File: src/rtl/regfile_exec_ctrl_if.sv
// Bundles the instruction handshake and the register-file port of the
// execution controller. master = controller side, slave = source/regfile side.
// Signals: instr_valid/instr_ready/instr (handshake), A/B read ports, D write port.
interface regfile_exec_ctrl_if;
  logic       instr_valid;
  logic       instr_ready;
  logic [7:0] instr;
  logic [1:0] A_addr;
  logic [1:0] B_addr;
  logic [3:0] A_data;
  logic [3:0] B_data;
  logic [1:0] D_addr;
  logic [3:0] D_data;
  logic       nWE;

  modport master (
    input  instr_valid, instr, A_data, B_data,
    output instr_ready, A_addr, B_addr, D_addr, D_data, nWE
  );

  modport slave (
    output instr_valid, instr, A_data, B_data,
    input  instr_ready, A_addr, B_addr, D_addr, D_data, nWE
  );
endinterface

File: src/rtl/regfile_exec_ctrl.sv
// Execution controller: accepts an 8-bit instruction, reads two operands from
// the 4x4 register file, computes ADD/SUB/AND/LDI and writes the result back.
// Latency: accept at E0, READ/EXEC/WRITE in cycles 1-3, regfile written at E3.
// Backpressure: instr_ready high only in IDLE, so one instruction per 4 cycles.
// Ports: clk, nRST (async active-low), bus (instr handshake + regfile ports),
//        done (retire pulse), carry/zero (flags from the last EXEC).
module regfile_exec_ctrl (
  input  logic                  clk,
  input  logic                  nRST,
  regfile_exec_ctrl_if.master   bus,
  output logic                  done,
  output logic                  carry,
  output logic                  zero
);

  typedef enum logic [1:0] {
    IDLE  = 2'd0,
    READ  = 2'd1,
    EXEC  = 2'd2,
    WRITE = 2'd3
  } state_t;

  state_t     state, state_nxt;
  logic [7:0] instr_q;
  logic [3:0] a_q, b_q;
  logic [4:0] result;
  logic       accept;

  assign accept = (state == IDLE) && bus.instr_valid;

  // State register
  always_ff @(posedge clk or negedge nRST) begin
    if (!nRST) state <= IDLE;
    else       state <= state_nxt;
  end

  // Next-state logic
  always_comb begin
    state_nxt = IDLE;
    case (state)
      IDLE:    state_nxt = accept ? READ : IDLE;
      READ:    state_nxt = EXEC;
      EXEC:    state_nxt = WRITE;
      WRITE:   state_nxt = IDLE;
      default: state_nxt = IDLE;
    endcase
  end

  // Outputs decoded purely from state, so nothing combinational from instr_valid
  always_comb begin
    bus.instr_ready = (state == IDLE);
    bus.nWE         = (state != WRITE);
    done            = (state == WRITE);
  end

  // Bit 4 carries the ADD carry-out; for SUB the 5-bit wrap sets it iff A < B.
  always_comb begin
    result = 5'd0;
    case (instr_q[7:6])
      2'b00: result = {1'b0, a_q} + {1'b0, b_q};
      2'b01: result = {1'b0, a_q} - {1'b0, b_q};
      2'b10: result = {1'b0, a_q & b_q};
      2'b11: result = {1'b0, instr_q[3:0]};
      default: result = 5'd0;
    endcase
  end

  // Datapath registers. Read addresses are loaded at accept so they are
  // already valid throughout READ, and then simply hold.
  always_ff @(posedge clk or negedge nRST) begin
    if (!nRST) begin
      instr_q    <= 8'd0;
      a_q        <= 4'd0;
      b_q        <= 4'd0;
      bus.A_addr <= 2'd0;
      bus.B_addr <= 2'd0;
      bus.D_addr <= 2'd0;
      bus.D_data <= 4'd0;
      carry      <= 1'b0;
      zero       <= 1'b0;
    end else begin
      if (accept) begin
        instr_q    <= bus.instr;
        bus.A_addr <= bus.instr[3:2];
        bus.B_addr <= bus.instr[1:0];
      end
      if (state == READ) begin
        a_q <= bus.A_data;
        b_q <= bus.B_data;
      end
      if (state == EXEC) begin
        bus.D_addr <= instr_q[5:4];
        bus.D_data <= result[3:0];
        carry      <= result[4];
        zero       <= (result[3:0] == 4'd0);
      end
    end
  end

endmodule

File: src/flat_wrapper.sv
// flat-port wrapper written by rule: the top's interface ports become plain ports
module regfile_exec_ctrl_flat 
  (clk, nRST, done, carry, zero, bus_instr_valid, bus_instr, bus_A_data, bus_B_data, bus_instr_ready, bus_A_addr, bus_B_addr, bus_D_addr, bus_D_data, bus_nWE);
  regfile_exec_ctrl_if bus_i ();
  input  logic clk;
  input  logic nRST;
  output logic done;
  output logic carry;
  output logic zero;
  input wire logic [$bits(bus_i.instr_valid)-1:0] bus_instr_valid;
  input wire logic [$bits(bus_i.instr)-1:0] bus_instr;
  input wire logic [$bits(bus_i.A_data)-1:0] bus_A_data;
  input wire logic [$bits(bus_i.B_data)-1:0] bus_B_data;
  output wire logic [$bits(bus_i.instr_ready)-1:0] bus_instr_ready;
  output wire logic [$bits(bus_i.A_addr)-1:0] bus_A_addr;
  output wire logic [$bits(bus_i.B_addr)-1:0] bus_B_addr;
  output wire logic [$bits(bus_i.D_addr)-1:0] bus_D_addr;
  output wire logic [$bits(bus_i.D_data)-1:0] bus_D_data;
  output wire logic [$bits(bus_i.nWE)-1:0] bus_nWE;
  assign bus_i.instr_valid = bus_instr_valid;
  assign bus_i.instr = bus_instr;
  assign bus_i.A_data = bus_A_data;
  assign bus_i.B_data = bus_B_data;
  assign bus_instr_ready = bus_i.instr_ready;
  assign bus_A_addr = bus_i.A_addr;
  assign bus_B_addr = bus_i.B_addr;
  assign bus_D_addr = bus_i.D_addr;
  assign bus_D_data = bus_i.D_data;
  assign bus_nWE = bus_i.nWE;
  regfile_exec_ctrl u_core (.clk(clk), .nRST(nRST), .bus(bus_i), .done(done), .carry(carry), .zero(zero));
endmodule
File: config.mk
export PLATFORM = sky130hd
export DESIGN_NAME = regfile_exec_ctrl_flat
export DESIGN_NICKNAME = d
export VERILOG_FILES = /design/src/rtl/regfile_exec_ctrl_if.sv /design/src/rtl/regfile_exec_ctrl.sv /design/src/flat_wrapper.sv
export SDC_FILE = /design/constraint.sdc
export NUM_CORES = 1
export LEC_CHECK = 0
export ABC_AREA = 0
export CAP_MARGIN = 40
export CORE_MARGIN = 2
export CORE_UTILIZATION = 48
export CTS_CLUSTER_DIAMETER = 150
export DETAILED_ROUTE_END_ITERATION = 7
export PLACE_DENSITY = 0.78
export SLEW_MARGIN = 20
export SYNTH_ARGS = -nofsm -noshare
export SYNTH_HDL_FRONTEND = slang
export SYNTH_SLANG_ARGS = --single-unit
File: constraint.sdc
create_clock -name clk -period 3.7 [get_ports clk]
set_clock_uncertainty 0.2 [all_clocks]
set_input_delay 0.925 -clock clk [delete_from_list [all_inputs] [get_ports clk]]
set_output_delay 0.925 -clock clk [all_outputs]
set_load 0.005 [all_outputs]
==> out/results.tsv <==
stage	metric	value	unit
cells_and_area	layout cell share with drive strength beyond 1	16.4	%
synthesis	#FFs+latches synth	26	
clocking	Worst-path clk slew	0.14	ns
timing	post-route setup TNS	0	ns
run	Max Cap Violations	0	
place	gp weighted congestion	0.815	
critical_path	Critical Path AT	3.13	ns
synthesis	syn nets	153	
timing	Final Hold Viols	0	
clocking	TritonCTS clock tree	built	
timing	min cycle time layout	3.09	ns
route	DRC Markers	0	
min_path	worst min-delay path class	flop to flop	
grt	GRT met3 Usage	2.23	%
clocking	clk root buf	clkbuf_4	
clocking	CTS H-tree lvls	1	
cells_and_area	most frequent cells in the layout	33 x clkdlybuf4s50_1, 26 x dfrtp_1, 17 x mux2_2	
cells_and_area	Area growth, synth to finish	26.7	%
synthesis	mapped cell area	1400	um2
floorplanning	row count	19	
critical_path	R2R Path End	u_core.zero	
synthesis	Most used DFF post-synth	dfrtp_1	
power	peak supply drop	0.583	mV
route	Wirelength per Cell	13.7	um
power	Pwr Density	987	nW/um2
grt	vias in the first global route	963	
floorplanning	die area	3350	um2
route	vias per cell	5.32	
floorplanning	overall die width	57.9	um
critical_path	WP data required	3.74	ns
timing	max_slew headroom	73.4	%
power	Leak	0.000789	uW
clocking	Setup Buffers After CTS	0	
critical_path	kind of critical path	flop to flop	
grt	total gr overflow	0	
critical_path	Worst Path Max Fanout	12	
grt	met1 Track Usage GR	21.1	%
synthesis	Yosys warning count	0	
critical_path	Worst setup SP type	flop	
place	dpl cells	179	
timing	Setup violations, final	0	
route	DRT antenna net count	0	
cells_and_area	Final Non-Filler Cells	183	
synthesis	EDFF count, synth	0	
synthesis	Mapped Cells	122	
critical_path	Reg-to-Reg Start	u_core.instr_q[7]	
place	DP Area	1720	um2
synthesis	async set-reset flop share out of synthesis	100	%
outcome	status	finished clean	
synthesis	count of different cell masters after synthesis	28	
place	DPL Wire Length	1970	um
route	final WL	2510	um
floorplanning	io pins	34	
cells_and_area	Ant. Diodes	0	
grt	initial antenna violation count	0	
cells_and_area	post-route cell area	1770	um2
floorplanning	chip height	57.9	um
timing	RSZ-0062 raised after global routing	no	
clocking	hold buffer count at cts	0	
min_path	Worst Hold Depth	1	
cells_and_area	layout net count	184	
timing	fin. max-slew vios	0	
grt	Most Crowded Layer GR	met2	
clocking	Num CTS Buffers	3	
cells_and_area	fin util	64.1	%
critical_path	worst reg-to-reg path cell count	9	
grt	largest net degree at the start of global routing	27	
cells_and_area	most common cell after layout, fill and taps aside	clkdlybuf4s50_1	
synthesis	syn avg cell area	11.4	um2
place	IO buf count	33	
route	drt pass-1 iters	4	
timing	FMAX	324	MHz
timing	Worst-Margin Slew	0.400	ns
critical_path	flop-to-flop setup slack	0.61	ns
clocking	Resized Gates After CTS	0	
timing	fin crit share	83.5	%
min_path	Hold EP	u_core.bus.D_data[2]	
route	vias	973	
grt	first-pass GRT wire length	4260	um
clocking	clk buf depth	2	
min_path	min-delay src	u_core.bus.D_data[2]	
clocking	clock latency on the worst-skew pair	0.32	ns
floorplanning	core area	2760	um2
route	initial DRC count	23	
synthesis	register area share after synthesis	46.6	%
critical_path	Worst Setup End Kind	flop	
clocking	Sink Count	26	
grt	global-route usage over all layers	16.2	%
floorplanning	starting density of the core	50.6	%
grt	met2 Track Usage GR	28.2	%
==> area by class of cell <==
type / instances / area (um2)
Clock buffer: 3 / 22.5
Fill cell: 227 / 990
Multi-Input combinational cell: 78 / 651
Inverter: 10 / 37.5
Timing Repair Buffer: 34 / 338
Sequential cell: 26 / 651
Tap cell: 31 / 38.8
Clock inverter: 1 / 30.0
==> how the worst max path moves through the flow <==
stage | to | cells after the start | slack [ns] | start
after floorplan | u_core.zero | 10 | 0.83 | u_core.instr_q[7]
after CTS | u_core.zero | 9 | 0.61 | u_core.instr_q[7]
after global placement | u_core.zero | 9 | 0.75 | u_core.instr_q[7]
after detailed placement | u_core.zero | 9 | 0.64 | u_core.instr_q[7]
after global routing | u_core.zero | 9 | 0.35 | u_core.instr_q[6]
final | u_core.zero | 9 | 0.61 | u_core.instr_q[7]
==> power by group <==
part	total, uW	internal [uW]	switching, uW
combinational	998	561	438
sequential	554	428	126
clock	193	110	83.4
total	1750	1100	647
==> logic make-up after synthesis <==
logic type / after synthesis / share of synthesized area [%]
AOI/OAI and AO/OA: 17 / 7.71
DFF: 26 / 46.6
muxes: 20 / 15.9
xor gates and xnor gates: 4 / 2.51
and+or+nand+nor: 25 / 9.24
adders and majority gates: 12 / 11.3
buffers and inverters: 18 / 6.73
==> synthesized netlist by cell type (all sizes together) (2+ instances only) <==
cell type / n / area [um2]
o31ai: 2 / 15.0
o21ai: 7 / 35.0
a21oi: 4 / 20.0
nor2: 3 / 11.3
nor3: 3 / 15.0
nor2b: 2 / 12.5
clkbuf: 2 / 7.51
mux2: 17 / 191
xnor2: 3 / 26.3
mux2i: 3 / 30.0
nand3: 2 / 10.0
ha: 11 / 138
nand2: 10 / 37.5
inv: 10 / 37.5
buf: 6 / 48.8
dfrtp: 26 / 651
==> worst max-delay path, cell delays in order (launching register included) <==
cell     delay (ns)
dfrtp_1        0.55
or2b_2         0.38
o21ai_0        0.29
inv_1          0.09
ha_1           0.27
nor2b_1        0.13
o21ai_0        0.20
nor3_1         0.08
or4_4          0.50
o41ai_2        0.33
==> stage by stage <==
step	power, uW	hold slack, ns	setup WS [ns]
after CTS	1760	0.314	0.613
after floorplan	1270	0.274	0.832
after global placement	1510	0.260	0.751
final	1750	0.307	0.610
after detailed placement	1560	0.281	0.643
after global routing	1910	0.342	0.347
==> flip-flops by register name (all words and copies together) (netlist names) <==
signal and flops:
u_core.carry 1, u_core.zero 1, u_core.bus.D_addr 2, u_core.a_q 4
u_core.instr_q 8, u_core.state 2, u_core.b_q 4, u_core.bus.D_data 4
==> layer usage <==
metal  wire [um]  vias up
met5           0        -
met4          15        0
met3         124        3
met2        1230       28
met1        1140      472
li1            -      470
No activity file was read; power rests on OpenSTA's default activity.
